### src/rtl/midi_gate.sv
// MIDI byte parser and last-note-priority held-note stack producing gate, note,
// velocity and retrigger controls for the envelope and oscillators.
module midi_gate #(
   parameter int CHANNEL = 0,
   parameter int DEPTH   = 8
) (
   input  logic       clk,
   input  logic       rst,
   input  logic [7:0] in_byte,
   input  logic       in_valid,
   output logic       gate,
   output logic [6:0] note,
   output logic [6:0] velocity,
   output logic       retrig,
   output logic [4:0] stack_count
);

   localparam logic [1:0] S_IDLE  = 2'd0;
   localparam logic [1:0] S_DATA1 = 2'd1;
   localparam logic [1:0] S_DATA2 = 2'd2;

   localparam logic [3:0] CH      = 4'(CHANNEL);
   localparam logic [4:0] DEPTH_C = 5'(DEPTH);

   logic [1:0] state;
   logic [7:0] status;
   logic [6:0] d1;
   logic [6:0] stk [DEPTH];
   logic [4:0] count;

   logic is_sys, is_status, is_data, exec;
   logic do_on, do_off, do_clr;

   logic       found;
   logic [4:0] idx;
   logic [4:0] rm_cnt, psh_cnt, nxt_cnt;
   logic [6:0] rm_stk  [DEPTH];
   logic [6:0] psh_stk [DEPTH];
   logic [6:0] nxt_stk [DEPTH];
   logic [6:0] nxt_top;

   function automatic logic on_chan(input logic [7:0] st, input logic [3:0] kind);
      return (st[7:4] == kind) && (st[3:0] == CH);
   endfunction

   // Byte classification; real-time bytes (0xF8-0xFF) match none of these.
   assign is_sys    = in_valid && (in_byte[7:4] == 4'hF) && !in_byte[3];
   assign is_status = in_valid && in_byte[7] && (in_byte[7:4] != 4'hF);
   assign is_data   = in_valid && !in_byte[7];
   assign exec      = is_data && (state == S_DATA2);

   assign do_on  = exec && on_chan(status, 4'h9) && (in_byte[6:0] != 7'd0);
   assign do_off = exec && ((on_chan(status, 4'h9) && (in_byte[6:0] == 7'd0))
                            || on_chan(status, 4'h8));
   assign do_clr = exec && on_chan(status, 4'hB) && (d1 == 7'h7B);

   // Single-cycle stack update: remove d1 if present, then optionally push it.
   always_comb begin
      found = 1'b0;
      idx   = 5'd0;
      for (int i = 0; i < DEPTH; i++) begin
         if (!found && (5'(i) < count) && (stk[i] == d1)) begin
            found = 1'b1;
            idx   = 5'(i);
         end
      end
      rm_cnt = count - {4'd0, found};

      for (int i = 0; i < DEPTH - 1; i++) begin
         rm_stk[i] = (found && (5'(i) >= idx)) ? stk[i+1] : stk[i];
      end
      rm_stk[DEPTH-1] = stk[DEPTH-1];

      psh_stk = rm_stk;
      if (rm_cnt == DEPTH_C) begin
         for (int i = 0; i < DEPTH - 1; i++) begin
            psh_stk[i] = rm_stk[i+1];
         end
         psh_stk[DEPTH-1] = d1;
         psh_cnt          = DEPTH_C;
      end else begin
         for (int i = 0; i < DEPTH; i++) begin
            if (5'(i) == rm_cnt) psh_stk[i] = d1;
         end
         psh_cnt = rm_cnt + 5'd1;
      end

      nxt_stk = stk;
      nxt_cnt = count;
      if (do_on) begin
         nxt_stk = psh_stk;
         nxt_cnt = psh_cnt;
      end else if (do_off) begin
         nxt_stk = rm_stk;
         nxt_cnt = rm_cnt;
      end else if (do_clr) begin
         nxt_cnt = 5'd0;
      end

      // An empty stack keeps the previous pitch for the release stage.
      nxt_top = note;
      for (int i = 0; i < DEPTH; i++) begin
         if ((nxt_cnt != 5'd0) && (5'(i) == nxt_cnt - 5'd1)) nxt_top = nxt_stk[i];
      end
   end

   always_ff @(posedge clk or negedge rst) begin
      if (!rst) begin
         state    <= S_IDLE;
         status   <= 8'd0;
         count    <= 5'd0;
         gate     <= 1'b0;
         note     <= 7'd0;
         velocity <= 7'd0;
         retrig   <= 1'b0;
      end else begin
         retrig <= do_on;
         if (is_sys) begin
            status <= 8'd0;
            state  <= S_IDLE;
         end else if (is_status) begin
            status <= in_byte;
            state  <= S_DATA1;
         end else if (is_data) begin
            case (state)
               S_DATA1: state <= S_DATA2;
               S_DATA2: state <= S_DATA1;
               S_IDLE:  state <= S_IDLE;
               default: state <= S_IDLE;
            endcase
         end
         count <= nxt_cnt;
         gate  <= (nxt_cnt != 5'd0);
         note  <= nxt_top;
         if (do_on) velocity <= in_byte[6:0];
      end
   end

   // Stack entries and the first data byte are qualified by count/state, so no reset.
   always_ff @(posedge clk) begin
      stk <= nxt_stk;
      if (is_data && (state == S_DATA1)) d1 <= in_byte[6:0];
   end

   assign stack_count = count;

endmodule

### config.mk
export PLATFORM = sky130hd
export DESIGN_NAME = midi_gate
export DESIGN_NICKNAME = d
export VERILOG_FILES = /design/src/rtl/midi_gate.sv
export SDC_FILE = /design/constraint.sdc
export NUM_CORES = 1
export LEC_CHECK = 0
export BUFFER_PORTS_ARGS = -buffer_cell sky130_fd_sc_hd__buf_2
export CORE_MARGIN = 5
export CORE_UTILIZATION = 45
export DETAILED_ROUTE_END_ITERATION = 10
export PLACE_DENSITY = 0.71
export RECOVER_POWER = 50
export SYNTH_ARGS = -nofsm -noshare
export SYNTH_HDL_FRONTEND = slang
export SYNTH_SLANG_ARGS = --single-unit
### constraint.sdc
create_clock -name clk -period 15.35 [get_ports clk]
set_input_delay 1.535 -clock clk [delete_from_list [all_inputs] [get_ports clk]]
set_output_delay 1.535 -clock clk [all_outputs]
set_load 0.01 [all_outputs]
# [Word level (Yosys, flattened, before mapping)]
# Index checks and enable logic that the tools add are counted.
[classes] addsub=3 order_cmp=15 n_eq_ne=31 muxes=51 reduce_logical=65
[op_table] cell="56-bit two-way mux" n=3
[op_table] cell="7-bit two-way mux" n=23
[op_table] cell="7-bit == test" n=8
[op_table] cell="5-bit two-way mux" n=10
[op_table] cell="1-bit logical AND" n=46
[op_table] cell="3-bit by 5-bit == test with 1-bit output, first input constant" n=8
[op_table] cell="2-bit by 5-bit == test with 1-bit output, first input constant" n=4
[op_table] cell="3-bit by 5-bit less-than comparator with 1-bit output, first input constant" n=4
[op_table] cell="4-bit == test, second input constant" n=4
[op_table] cell="8-bit two-way mux" n=2
[op_table] cell="3-bit by 5-bit >= comparator with 1-bit output, first input constant" n=3
[op_table] cell="1-bit by 5-bit == test with 1-bit output, first input constant" n=2
[op_table] cell="1-bit by 5-bit >= comparator with 1-bit output, first input constant" n=2
[op_table] cell="2-bit by 5-bit >= comparator with 1-bit output, first input constant" n=2
[op_table] cell="5-bit zero test" n=2
[op_table] cell="1-bit by 5-bit less-than comparator with 1-bit output, first input constant" n=2
[op_table] cell="2-bit by 5-bit less-than comparator with 1-bit output, first input constant" n=2
[op_table] cell="1-bit zero test" n=9
[op_table] cell="1-bit two-way mux" n=9
[op_table] cell="8-bit nonzero test" n=1
[op_table] cell="7-bit == test, second input constant" n=1
[op_table] cell="7-bit zero test" n=1
[op_table] cell="7-bit nonzero test" n=1
[op_table] cell="2-bit two-way mux" n=3
[op_table] cell="13 further kinds" n=13
[word_totals] regBits=94 out_inout_bits=21 wordCells=181

# [Logic depth before layout (Yosys ltp)]
[logic_depth] depth_word=46 ltp_mapped=25 ltp_nobuf=21

# [Worst setup path after synthesis]
# No wires, ideal clock.
[synth_timing] path_type="register -> register" start="register count[3] (netlist: stack_count[3])" end="register note[6]" setup_time_ns=0.137 t_arrival_ns=5.501 path_slack_ns=9.712 stages_incl_launch_ff=25 path_cell_list="dfrtp_1 -> buf_6 -> or3_4 -> or3_1 -> and3_1 -> buf_6 -> or3_1 -> buf_6 -> nor3_4 -> o41ai_1 -> ha_1 -> ha_1 -> clkbuf_1 -> xnor2_1 -> and3b_1 -> clkbuf_1 -> nand2_1 -> a32oi_1 -> o21a_1 -> inv_1 -> nor4_1 -> o21ba_2 -> buf_2 -> a222oi_1 -> o31ai_1"
[synth_between] elab_chain_len=45
[synth_lines] item="start: declaration" line_no="29" source="logic [4:0] count;"
[synth_lines] item="start signal: assignment" line_no="132" source="count <= nxt_cnt;"
[synth_lines] item="1-bit by 5-bit less-than comparator with 1-bit output" line_no="62" source="if (!found && (5'(i) < count) && (stk[i] == d1)) begin"
[synth_lines] item="1-bit logical AND" line_no="62"
[synth_lines] item="1-bit two-way mux" line_no="62"
[synth_lines] item="1-bit zero test" line_no="62"
[synth_lines] item="1-bit logical AND (2 in series)" line_no="62"
[synth_lines] item="1-bit two-way mux" line_no="62"
[synth_lines] item="1-bit zero test" line_no="62"
[synth_lines] item="1-bit logical AND (2 in series)" line_no="62"
[synth_lines] item="[22 not listed]"
[synth_lines] item="5-bit by 1-bit adder with 5-bit output or 5-bit by 4-bit == test with 1-bit output (tied branches)" line_no="85, 75"
[synth_lines] item="5-bit two-way mux" line_no="75" source="if (rm_cnt == DEPTH_C) begin"
[synth_lines] item="5-bit two-way mux *" line_no="90" source="if (do_on) begin"
[synth_lines] item="named net nxt_cnt[2]" line_no="36" source="logic [4:0] rm_cnt, psh_cnt, nxt_cnt;"
[synth_lines] item="5-bit by 1-bit subtractor with 5-bit output" line_no="103" source="if ((nxt_cnt != 5'd0) && (5'(i) == nxt_cnt - 5'd1)) nxt_top = nxt_stk[i];"
[synth_lines] item="1-bit by 5-bit == test with 1-bit output" line_no="103"
[synth_lines] item="1-bit logical AND" line_no="103"
[synth_lines] item="7-bit two-way mux (7 in series)" line_no="103"
[synth_lines] item="end signal: assignment" line_no="134" source="note <= nxt_top;"
[synth_lines] item="end: declaration" line_no="12" source="output logic [6:0] note,"
# Mark *: on every way through the listed nets, which the timed path passes. The rest lies on a longest branch. The select of a mux whose other input is x is not followed.
# A chain may end at the register's enable or synchronous reset.

# [Worst setup path after layout]
[layout_timing] start="register count[2] (netlist: stack_count[2])" end="register note[6]"
[layout_between] elab_chain_len=45
[layout_lines] item="1-bit by 5-bit less-than comparator with 1-bit output" line_no="62"
[layout_lines] item="1-bit logical AND" line_no="62"
[layout_lines] item="1-bit two-way mux" line_no="62"
[layout_lines] item="1-bit zero test" line_no="62"
[layout_lines] item="1-bit logical AND (2 in series)" line_no="62"
[layout_lines] item="1-bit two-way mux" line_no="62"
[layout_lines] item="1-bit zero test" line_no="62"
[layout_lines] item="1-bit logical AND (2 in series)" line_no="62"
[layout_lines] item="[22 not listed]"
[layout_lines] item="5-bit by 1-bit adder with 5-bit output or 5-bit by 4-bit == test with 1-bit output (tied branches)" line_no="85, 75"
[layout_lines] item="5-bit two-way mux" line_no="75"
[layout_lines] item="5-bit two-way mux *" line_no="90"
[layout_lines] item="named net nxt_cnt[2]" line_no="36"
[layout_lines] item="5-bit by 1-bit subtractor with 5-bit output" line_no="103"
[layout_lines] item="1-bit by 5-bit == test with 1-bit output" line_no="103"
[layout_lines] item="1-bit logical AND" line_no="103"
[layout_lines] item="7-bit two-way mux (7 in series)" line_no="103"
# Marked as above.

==> tab_implementation.tex <==
\begin{tabular}{lr}
\hline
Metric & Value \\
\hline
\multicolumn{2}{l}{\textbf{Logic synthesis}} \\
Cells taking the most area after synthesis & sky130\_fd\_sc\_hd\_\_dfxtp\_1 17\%, sky130\_fd\_sc\_hd\_\_dfrtp\_1 11\%, sky130\_fd\_sc\_hd\_\_nand2\_1 4.8\%, sky130\_fd\_sc\_hd\_\_mux2i\_1 4.7\%, sky130\_fd\_sc\_hd\_\_xnor2\_1 4.5\% \\
Synth Area per Inst & 8.240 um2 \\
Cell area after technology mapping & 6782 um2 \\
Yosys warning count & 0 \\
Synthesized netlist cell count & 823 \\
Count of unique library cells instantiated by Yosys & 81 \\
Post-synth top flop & sky130\_fd\_sc\_hd\_\_dfxtp\_1 \\
Net count after synthesis & 840 \\
Sequential fraction of the synthesis area & 31.07\% \\
Register bit count reported by yosys & 94 \\
Library cell with the largest summed area after synthesis & sky130\_fd\_sc\_hd\_\_dfxtp\_1 \\
Fraction of synthesis flops using an asynchronous set or reset pin & 32.98\% \\
Area share of the largest cell type after synthesis & 16.53\% \\
Number of flops mapped to enable cells by yosys & 7 \\
\multicolumn{2}{l}{\textbf{Global route}} \\
Global route overflow & 0 \\
Vias in the first global route & 6654 \\
Initial antenna violation count & 0 \\
Total global-route track usage & 27.69\% \\
Maximum number of pins on one net before global-route repair & 32 \\
First-pass GRT wire length & 38280 um \\
\multicolumn{2}{l}{\textbf{Run status}} \\
Outcome & complete, but fails checks \\
Violations in the final reports & max-capacitance violations, max-slew violations \\
\multicolumn{2}{l}{\textbf{Pwr}} \\
Total Power Consumption & 633.5 uW \\
Internal & 421.1 uW \\
IR drop worst, VDD & 0.00006447 V \\
Relative contribution of the clock network to total power & 37.1\% \\
Combinational Power Share & 18.8\% \\
Leak Pwr & 2.827 nW \\
Sw Ratio & 33.52\% \\
Power per unit of standard cell area & 85.62 nW/um2 \\
Seq pwr share & 44.1\% \\
Net load switching power & 212.3 uW \\
\multicolumn{2}{l}{\textbf{Finish}} \\
Storage cell area & 2107 um2 \\
Layout-stage area growth over the synthesis result & 9.096\% \\
Count of fill cells added during filler insertion & 1394 \\
Final nets & 857 \\
Total area of multi-input combinational cells & 4395 um2 \\
Antenna Diode Count & 0 \\
Share of post-route cells with drive strength above 1 & 8.994\% \\
Commonest cells after routing, fill and taps aside & 86 x sky130\_fd\_sc\_hd\_\_nand2\_1, 78 x sky130\_fd\_sc\_hd\_\_nor2\_1, 56 x sky130\_fd\_sc\_hd\_\_dfxtp\_1, 43 x sky130\_fd\_sc\_hd\_\_a21oi\_1, 37 x sky130\_fd\_sc\_hd\_\_o21ai\_0 \\
Leading cell type in the layout, fill and taps excluded & sky130\_fd\_sc\_hd\_\_nand2\_1 \\
\multicolumn{2}{l}{\textbf{Placement}} \\
RePlAce Congestion & 1.032 \\
Post-DP HPWL & 17970 um \\
IO buf count & 31 \\
\multicolumn{2}{l}{\textbf{Critical path}} \\
Worst-path fanout max & 19 \\
Worst Setup End Kind & flip-flop \\
Required arrival time at the worst endpoint & 15.62 ns \\
Critical setup path kind & flip-flop to flip-flop \\
Kind of start point of the critical path & flip-flop \\
CP Data Arrival Time & 7.11 ns \\
\multicolumn{2}{l}{\textbf{Min path}} \\
Worst min-delay path category & flip-flop to flip-flop \\
\multicolumn{2}{l}{\textbf{CTS}} \\
Clock tree from TritonCTS & yes \\
Post-cts gate resize count & 0 \\
CTS Buffer Depth & 2 \\
Register clock-pin slew on the reported worst setup and hold paths & 0.08 ns \\
Sink count of the clock tree & 94 \\
TritonCTS buffer count & 9 \\
Count of hold-fix buffers inserted at cts & 0 \\
Setup repair bufs after CTS & 0 \\
Later-pin clock latency in the skew report & 0.37 ns \\
H-tree levels & 3 \\
Root buffer cell & sky130\_fd\_sc\_hd\_\_clkbuf\_16 \\
\multicolumn{2}{l}{\textbf{Floorplan}} \\
Die ar. & 17630 um2 \\
Count of standard-cell rows & 44 \\
Area of the core & 14640 um2 \\
Die height & 132.8 um \\
Count of boundary I/O pins & 32 \\
Initial Util & 46.31\% \\
Horizontal die dimension & 132.8 um \\
\multicolumn{2}{l}{\textbf{STA}} \\
Transition at the pin with the smallest max-transition slack & 1.841 ns \\
Fin crit share & 44.57\% \\
Count of pins over their slew limit & 32 \\
Shortest clock period the worst path allows after layout & 6.842 ns \\
RSZ-0062 raised after global routing & false \\
Worst Skew & 0.01391 ns \\
Final setup violation count & 0 \\
Number of endpoints with negative hold slack in the final report & 0 \\
Relative slew slack & -22.75\% \\
Achievable frequency & 0.1462 GHz \\
Total negative slack for setup checks & 0 ns \\
\multicolumn{2}{l}{\textbf{Drt}} \\
TritonRoute pass-1 iters & 6 \\
Residual antenna-violating net count after detailed routing & 0 \\
Post-Route WL & 24580 um \\
Residual DRC & 0 \\
Violation count after the first detailed-routing iteration & 1117 \\
Routed via count divided by cell count & 6.766 \\
Total vias in the final route & 6962 \\
Detail-routed net length per standard cell & 23.89 um \\
\multicolumn{2}{l}{\textbf{Run}} \\
Count of maximum capacitance violations & 1 \\
\hline
\end{tabular}
## critical path, cell delays in order (launching register included)
cell	delay [ns]
sky130_fd_sc_hd__dfrtp_1	0.53
sky130_fd_sc_hd__or3_4	0.41
sky130_fd_sc_hd__or3_1	0.33
sky130_fd_sc_hd__and3_1	0.27
sky130_fd_sc_hd__or3_1	0.75
sky130_fd_sc_hd__nor3_4	0.55
sky130_fd_sc_hd__o41ai_1	0.18
sky130_fd_sc_hd__ha_1	0.26
sky130_fd_sc_hd__ha_1	0.30
sky130_fd_sc_hd__xnor2_1	0.28
sky130_fd_sc_hd__and3b_1	0.36
sky130_fd_sc_hd__nand2_1	0.41
sky130_fd_sc_hd__a32oi_1	0.33
sky130_fd_sc_hd__o21a_1	0.22
sky130_fd_sc_hd__inv_1	0.17
sky130_fd_sc_hd__nor4_2	0.30
sky130_fd_sc_hd__buf_4	0.24
sky130_fd_sc_hd__o21ba_2	0.26
sky130_fd_sc_hd__nor2_1	0.18
sky130_fd_sc_hd__o221ai_1	0.14
sky130_fd_sc_hd__o31ai_1	0.26
## synthesized netlist by cell type, drive strengths merged (8+ instances only)
cell    count
a22o       10
nor2       79
dfxtp      56
a211o      10
clkbuf     29
a22oi      10
inv        24
a31oi      11
xor2       27
mux2i      32
o22ai      23
nand3      25
o211ai      8
nand2      87
mux2        9
a211oi      9
dfrtp      31
nor3       30
buf        15
o21ai      41
xnor2      35
a21oi      43
nand2b      8
nor4        9
or3         9
## metal layers
layer | share of wire [%] | track usage [%] | wire [um] | vias up
met5 | 0 | 0 | 0 | -
met4 | 5.3 | 14.03 | 1297 | 0
met3 | 12 | 9.909 | 2990 | 116
met2 | 43 | 40.70 | 10550 | 493
met1 | 40 | 35.83 | 9747 | 3223
li1 | - | - | - | 3130
## logic make-up (layout without fill, tap and decap cells)
| logic type | after synthesis | after routing | synth area share, % |
|---|---|---|---|
| AO/OA/AOI/OAI | 264 | 264 | 28.67 |
| XOR/XNOR | 62 | 62 | 8.007 |
| adder cells (fa/ha/maj) | 6 | 6 | 1.107 |
| buffers and inverters | 69 | 91 | 4.336 |
| flip-flops | 94 | 94 | 31.07 |
| multiplexers | 41 | 41 | 6.218 |
| AND/OR/NAND/NOR | 287 | 287 | 20.59 |
## area by class of cell
class                           instances  share of cell area [%]
Clock buffer                            9                   3.044
Clock inverter                          7                   1.167
Inverter                               25                   1.268
Multi-Input combinational cell        660                   59.41
Sequential cell                        94                   28.48
Tap cell                              184                   3.112
Timing Repair Buffer                   50                   3.518
## power by group through the flow
stage	Clock, mW	Sequential, mW	Combinational, mW
after floorplan	0	0.280	0.0777
after global placement	0	0.283	0.116
after detailed placement	0	0.284	0.116
after CTS	0.238	0.278	0.117
after global routing	0.248	0.281	0.128
final	0.235	0.279	0.119
## registers in the layout (all words and copies together) (netlist names), 2 cells and up
| register | cells |
|---|---|
| rm_stk | 7 |
| status | 8 |
| state | 2 |
| d1 | 7 |
| stk | 49 |
| stack_count | 5 |
| velocity | 7 |
| note | 7 |
## final timing paths
path	from	endpoint	slack (ns)	cells past startpoint
setup / recovery	stack_count[2]	note[6]	8.51	20
hold / removal	velocity[3]	velocity[3]	0.47	2
setup reg to reg	stack_count[2]	note[6]	8.51	20
hold reg to reg	velocity[3]	velocity[3]	0.47	2
max in group asynchronous	rst	note[2]	12.63	1
min in group asynchronous	rst	note[1]	1.66	1
## stage by stage
step	worst slack (ns)	util [%]	hold slack (ns)	instances	instance area (um2)
after floorplan	9.712	-	0.4520	823	6782
after global placement	8.833	48.65	0.4465	1013	7124
after detailed placement	8.747	48.65	0.4507	1013	7124
after CTS	8.665	50.78	0.4690	1029	7436
after global routing	8.134	50.52	0.4971	1029	7398
final	8.508	50.52	0.4731	1029	7398
No activity file was read; power rests on OpenSTA's default activity.
